===== src/rtl/sipo_frame_rx.sv =====
`default_nettype none
// ============================================================================
// Module   : sipo_frame_rx
// Brief    : One-bit-per-clock serial frame receiver (start, N data bits LSB
//            first, optional even parity, stop) feeding a one-entry
//            valid/ready holding register. Optional parity: SIPO_RX_PARITY_EN.
// Revision : 1.0 - initial release
// ============================================================================
module sipo_frame_rx #(
    parameter int N = 8
) (
    input  logic         clk,
    input  logic         reset,
    input  logic         data_in,
    output logic [N-1:0] data_out,
    output logic         valid_out,
    input  logic         ready_in,
    output logic         busy,
    output logic         frame_err,
    output logic         parity_err,
    output logic         overrun
);

    localparam int c_cnt_w = $clog2(N);
    localparam logic [c_cnt_w-1:0] c_last_bit = c_cnt_w'(N - 1);

    typedef enum logic [2:0] {
        c_st_idle      = 3'd0,
        c_st_data      = 3'd1,
`ifdef SIPO_RX_PARITY_EN
        c_st_parity    = 3'd2,
`endif
        c_st_stop      = 3'd3,
        c_st_wait_idle = 3'd4
    } state_t;

    state_t             r_state;
    logic [c_cnt_w-1:0] r_bit_cnt;
    logic [N-1:0]       r_shift;
    logic [N-1:0]       r_data_out;
    logic               r_valid;
    logic               r_frame_err;
    logic               r_overrun;
    logic               w_accept;
    logic               w_parity_ok;

`ifdef SIPO_RX_PARITY_EN
    logic               r_parity_bit;
    logic               r_parity_err;

    // Even parity over data+parity: the parity bit equals the XOR of the data.
    assign w_parity_ok = ((^r_shift) == r_parity_bit);
    assign parity_err  = r_parity_err;
`else
    assign w_parity_ok = 1'b1;
    assign parity_err  = 1'b0;
`endif

    assign w_accept  = r_valid && ready_in;
    assign busy      = (r_state != c_st_idle);
    assign data_out  = r_data_out;
    assign valid_out = r_valid;
    assign frame_err = r_frame_err;
    assign overrun   = r_overrun;

    always_ff @(posedge clk) begin
        if (reset) begin
            r_state      <= c_st_idle;
            r_bit_cnt    <= '0;
            r_shift      <= '0;
            r_data_out   <= '0;
            r_valid      <= 1'b0;
            r_frame_err  <= 1'b0;
            r_overrun    <= 1'b0;
`ifdef SIPO_RX_PARITY_EN
            r_parity_bit <= 1'b0;
            r_parity_err <= 1'b0;
`endif
        end else begin
            r_frame_err  <= 1'b0;
            r_overrun    <= 1'b0;
`ifdef SIPO_RX_PARITY_EN
            r_parity_err <= 1'b0;
`endif
            // A delivery later in this cycle overrides the accept below.
            if (w_accept) begin
                r_valid <= 1'b0;
            end

            case (r_state)
                c_st_idle: begin
                    if (!data_in) begin
                        r_state   <= c_st_data;
                        r_bit_cnt <= '0;
                    end
                end

                c_st_data: begin
                    r_shift   <= {data_in, r_shift[N-1:1]};
                    r_bit_cnt <= r_bit_cnt + 1'b1;
                    if (r_bit_cnt == c_last_bit) begin
`ifdef SIPO_RX_PARITY_EN
                        r_state <= c_st_parity;
`else
                        r_state <= c_st_stop;
`endif
                    end
                end

`ifdef SIPO_RX_PARITY_EN
                c_st_parity: begin
                    r_parity_bit <= data_in;
                    r_state      <= c_st_stop;
                end
`endif

                c_st_stop: begin
                    if (!data_in) begin
                        r_frame_err <= 1'b1;
                        r_state     <= c_st_wait_idle;
                    end else if (!w_parity_ok) begin
`ifdef SIPO_RX_PARITY_EN
                        r_parity_err <= 1'b1;
`endif
                        r_state <= c_st_idle;
                    end else begin
                        if (!r_valid || w_accept) begin
                            r_data_out <= r_shift;
                            r_valid    <= 1'b1;
                        end else begin
                            r_overrun <= 1'b1;
                        end
                        r_state <= c_st_idle;
                    end
                end

                // A line stuck low after a bad stop bit is not a start bit.
                c_st_wait_idle: begin
                    if (data_in) begin
                        r_state <= c_st_idle;
                    end
                end

                default: begin
                    r_state <= c_st_idle;
                end
            endcase
        end
    end

endmodule
`default_nettype wire


===== config.mk =====
export PLATFORM = sky130hd
export DESIGN_NAME = sipo_frame_rx
export DESIGN_NICKNAME = d
export VERILOG_FILES = /design/src/rtl/sipo_frame_rx.sv
export SDC_FILE = /design/constraint.sdc
export NUM_CORES = 1
export LEC_CHECK = 0
export ABC_AREA = 1
export CORE_ASPECT_RATIO = 0.75
export CORE_MARGIN = 4
export CORE_UTILIZATION = 30
export DETAILED_ROUTE_END_ITERATION = 10
export GPL_TIMING_DRIVEN = 0
export SKIP_LAST_GASP = 1
export SLEW_MARGIN = 20
export SYNTH_ARGS = -nofsm -noshare
export SYNTH_HDL_FRONTEND = slang
export SYNTH_SLANG_ARGS = --single-unit

===== constraint.sdc =====
create_clock -name clk -period 1.55 [get_ports clk]
set_clock_uncertainty 0.15 [all_clocks]
set_input_delay 0.31 -clock clk [delete_from_list [all_inputs] [get_ports clk]]
set_output_delay 0.31 -clock clk [all_outputs]
set_load 0.05 [all_outputs]

==> metrics.log <==
[metrics] clock slew seen by the registers of the worst setup and hold paths: around 80 ps
[metrics] row cnt: 17
[metrics] Detailed Routing Iterations Pass 1: 4
[metrics] area share of and/or/nand/nor cells after synthesis: 32.2%
[metrics] die extent in y: 58.3 um
[metrics] final antenna diode count: 0
[metrics] PnR worst setup slack: approximately 65 ps
[metrics] Peak supply drop: 0.000317 V
[metrics] data arrival time at the worst-slack endpoint: about 1000 ps
[metrics] total gr overflow: 0
[metrics] max_cap viols: 0
[metrics] async set-reset flop share out of synthesis: 0%
[metrics] number of distinct library cell variants in the gate-level netlist after synthesis: 18
[metrics] Placer Congestion: roughly 0.76
[metrics] maximum number of pins on one net before global-route repair: 14
[metrics] startpoint-to-endpoint class of the critical path: reg -> out
[metrics] number of remaining DRC errors: 0
[metrics] adder-cell share of the synthesized area: 2.47%
[metrics] Static Leak: 0.515 nW
[metrics] top-count cell post-synth: sky130_fd_sc_hd__nor2_1
[metrics] drt initial violations: 48
[metrics] Min-Delay Path Class: in -> reg
[metrics] Fmax: between 0.6 and 0.7 GHz
[metrics] non-filler instance count after layout: between 150 and 200
[metrics] Final Power: 0.00115 W
[metrics] number of hold violations in the final report: 0
[metrics] clock insertion delay at the later pin of the skew report: 260 ps
[metrics] cell chosen for the clock root: sky130_fd_sc_hd__clkbuf_8
[metrics] average cell area after synthesis: 7.45 um^2
[metrics] Synth Area in Compound Gates: 6.42%
[metrics] main combinational cell family by area after synthesis: simple AND/OR/NAND/NOR gates
[metrics] I/O pin total: 17
[metrics] via count normalized by instance count: 4.44
[metrics] sum of net half-perimeters after detailed placement: 1410 um
[metrics] sequential-to-total area share from yosys stat: 49.4%
[metrics] largest cells by area after synthesis: sky130_fd_sc_hd__dfxtp_1 49%, sky130_fd_sc_hd__nor2_1 13%, sky130_fd_sc_hd__nand2_1 7.8%
[metrics] share of layout cells above drive strength 1: 18.8%
[metrics] antenna violations before repair: 0
[metrics] number of buffers created by CTS: 3
[metrics] post-synthesis instance area: about 1000 um^2
[metrics] Port Buffer Count: 14
[metrics] floorplan die area: 4380 um^2
[metrics] post-synthesis cell count: 136
[metrics] Initial Utilization: 32.9%
[metrics] count of flip-flops with a built-in enable after synthesis: 0
[metrics] final clock period utilization by the worst path: a little over nine tenths
[metrics] global-route wire length before repair: 3270 um
[metrics] yosys warns: 0
[metrics] worst slack, placed: -286 ps
[metrics] die width: 75.1 um
[metrics] largest fanout of any net on the critical path: 4
[metrics] setup repair after global routing missed its margin: false
[metrics] number of global-route vias before repair: just under 800
[metrics] Syn-to-layout area delta: 23.2%
[metrics] CTS tree: done
[metrics] clk sink count: 25
[metrics] Overall Global Routing Usage: 9.84%
[metrics] total number of nets in the final design: 161
[metrics] run status: complete, no violations
[metrics] most used standard cells in the synthesized netlist: 36 x sky130_fd_sc_hd__nor2_1, 25 x sky130_fd_sc_hd__dfxtp_1, 21 x sky130_fd_sc_hd__nand2_1, 14 x sky130_fd_sc_hd__inv_1, 10 x sky130_fd_sc_hd__nand3_1
[metrics] drt total wl: 1850 um
[metrics] Post-CTS Setup Repair Bufs: 0
[metrics] ratio of total power to cell area: 921 nW/um^2
[metrics] Net Count, Synth: 142
[metrics] Std-Cell Core Area: 3080 um^2
[metrics] Worst setup EP type: primary output
[metrics] Period minus WS final: 1480 ps
[metrics] number of storage elements in the synthesis netlist: 25
[metrics] final routed wire length divided by cell count: 9.63 um
[metrics] via count: 853
[metrics] required time reported for the critical path endpoint: 1090 ps
[metrics] share of the synthesized netlist area taken by xor and xnor gates: 0%
[metrics] placed cells: roughly 190
[metrics] worst hold slack: 190 ps
[metrics] Top FF cell, synth: sky130_fd_sc_hd__dfxtp_1
[metrics] pins over their slew limit: 0
[metrics] number of buffers on the longest clock path: 2
[metrics] DRT antenna net count: 0
[metrics] cts-stage hold buffer count: 0
[metrics] share of Yosys cell area claimed by the top area cell type: 49.4%
[metrics] final count of negative-setup-slack endpoints: 0
[metrics] total of cells resized after clock tree synthesis: 37
[metrics] multiplexer share of the synthesized area: 0%
[metrics] CP startpoint kind: register
[metrics] H-tree levels: 1
[metrics] largest area contributor in the synthesized netlist: sky130_fd_sc_hd__dfxtp_1
==> path summary, 6_finish.rpt <==
| check | from | end | slack, ps | cells after the start |
|---|---|---|---|---|
| worst max register to register | r_state[2] | r_shift[5] | 300 | 6 |
| worst min register to register | r_bit_cnt[1] | r_bit_cnt[1] | 330 | 2 |
| worst min-delay path | reset | r_state[1] | 190 | 2 |
| worst max-delay path | r_state[2] | busy | 70 | 3 |
==> sequential cells by signal, summed over array words and instances, names as in the netlist <==
signal and count:
r_bit_cnt 3, data_out 8, overrun 1, r_shift 8, frame_err 1, valid_out 1
r_state 3
==> metal layers <==
layer	wire length [um]	global-route usage, %	vias up	share of wire (%)
met4	46	6.60	0	2.5
li1	-	-	454	-
met2	875	15.8	17	47
met1	836	11.3	376	45
met3	89	2.90	6	4.8
met5	0	0	-	0
==> placed cells by master, fill, tap and decap left out <==
cell and n:
sky130_fd_sc_hd__nand3_1 10, sky130_fd_sc_hd__dfxtp_1 23, sky130_fd_sc_hd__nor3_2 1, sky130_fd_sc_hd__buf_2 2, sky130_fd_sc_hd__buf_6 1, sky130_fd_sc_hd__nor2_1 36, sky130_fd_sc_hd__buf_4 2, sky130_fd_sc_hd__nand2_1 21
sky130_fd_sc_hd__clkbuf_2 3, sky130_fd_sc_hd__clkbuf_1 1, sky130_fd_sc_hd__o21ai_0 8, sky130_fd_sc_hd__conb_1 1, sky130_fd_sc_hd__ha_1 2, sky130_fd_sc_hd__inv_2 2, sky130_fd_sc_hd__inv_1 14, sky130_fd_sc_hd__dfxtp_2 2
sky130_fd_sc_hd__a21oi_1 5, sky130_fd_sc_hd__clkbuf_8 3, sky130_fd_sc_hd__clkdlybuf4s15_2 9, sky130_fd_sc_hd__nor2_4 3, sky130_fd_sc_hd__nand4_1 2, sky130_fd_sc_hd__clkdlybuf4s50_1 2, sky130_fd_sc_hd__nand2_2 1
==> power breakdown <==
group,total (W),switching [W],internal (W)
registers,0.000678,0.0000156,0.000662
logic,0.000100,0.0000639,0.0000361
clock network,0.000372,0.000188,0.000183
==> layout make-up <==
type	count	area (um^2)
Buffer	5	33.8
Fill cell	312	1840
Sequential cell	25	503
Clock buffer	4	45.0
Tap cell	38	47.5
Timing Repair Buffer	14	139
Multi-Input combinational cell	90	420
Inverter	16	60.1
==> worst max-delay path: stages, from the launching register on <==
cell                      delay (ps)
sky130_fd_sc_hd__dfxtp_1         360
sky130_fd_sc_hd__nor2_4          160
sky130_fd_sc_hd__nand2_1          60
sky130_fd_sc_hd__buf_4           180
==> kinds of logic (layout without fill, tap and decap cells) <==
| kind of cell | after synthesis | after routing |
|---|---|---|
| and+or+nand+nor | 74 | 74 |
| DFF | 25 | 25 |
| buffers and inverters | 21 | 39 |
| AOI/OAI and AO/OA | 13 | 13 |
| adders and majority gates | 2 | 2 |
| other | 1 | 1 |
==> per-stage QoR <==
step                util [%]  setup TNS, ps  cell area, um^2
CTS                     40.6              0             1250
detailed placement      38.9          -2100             1200
floorplan                  -              0             1010
finish                  40.5              0             1250
global placement        38.9          -1750             1200
global route            40.5              0             1250
Note: power is estimated with default switching activity, not from simulation.
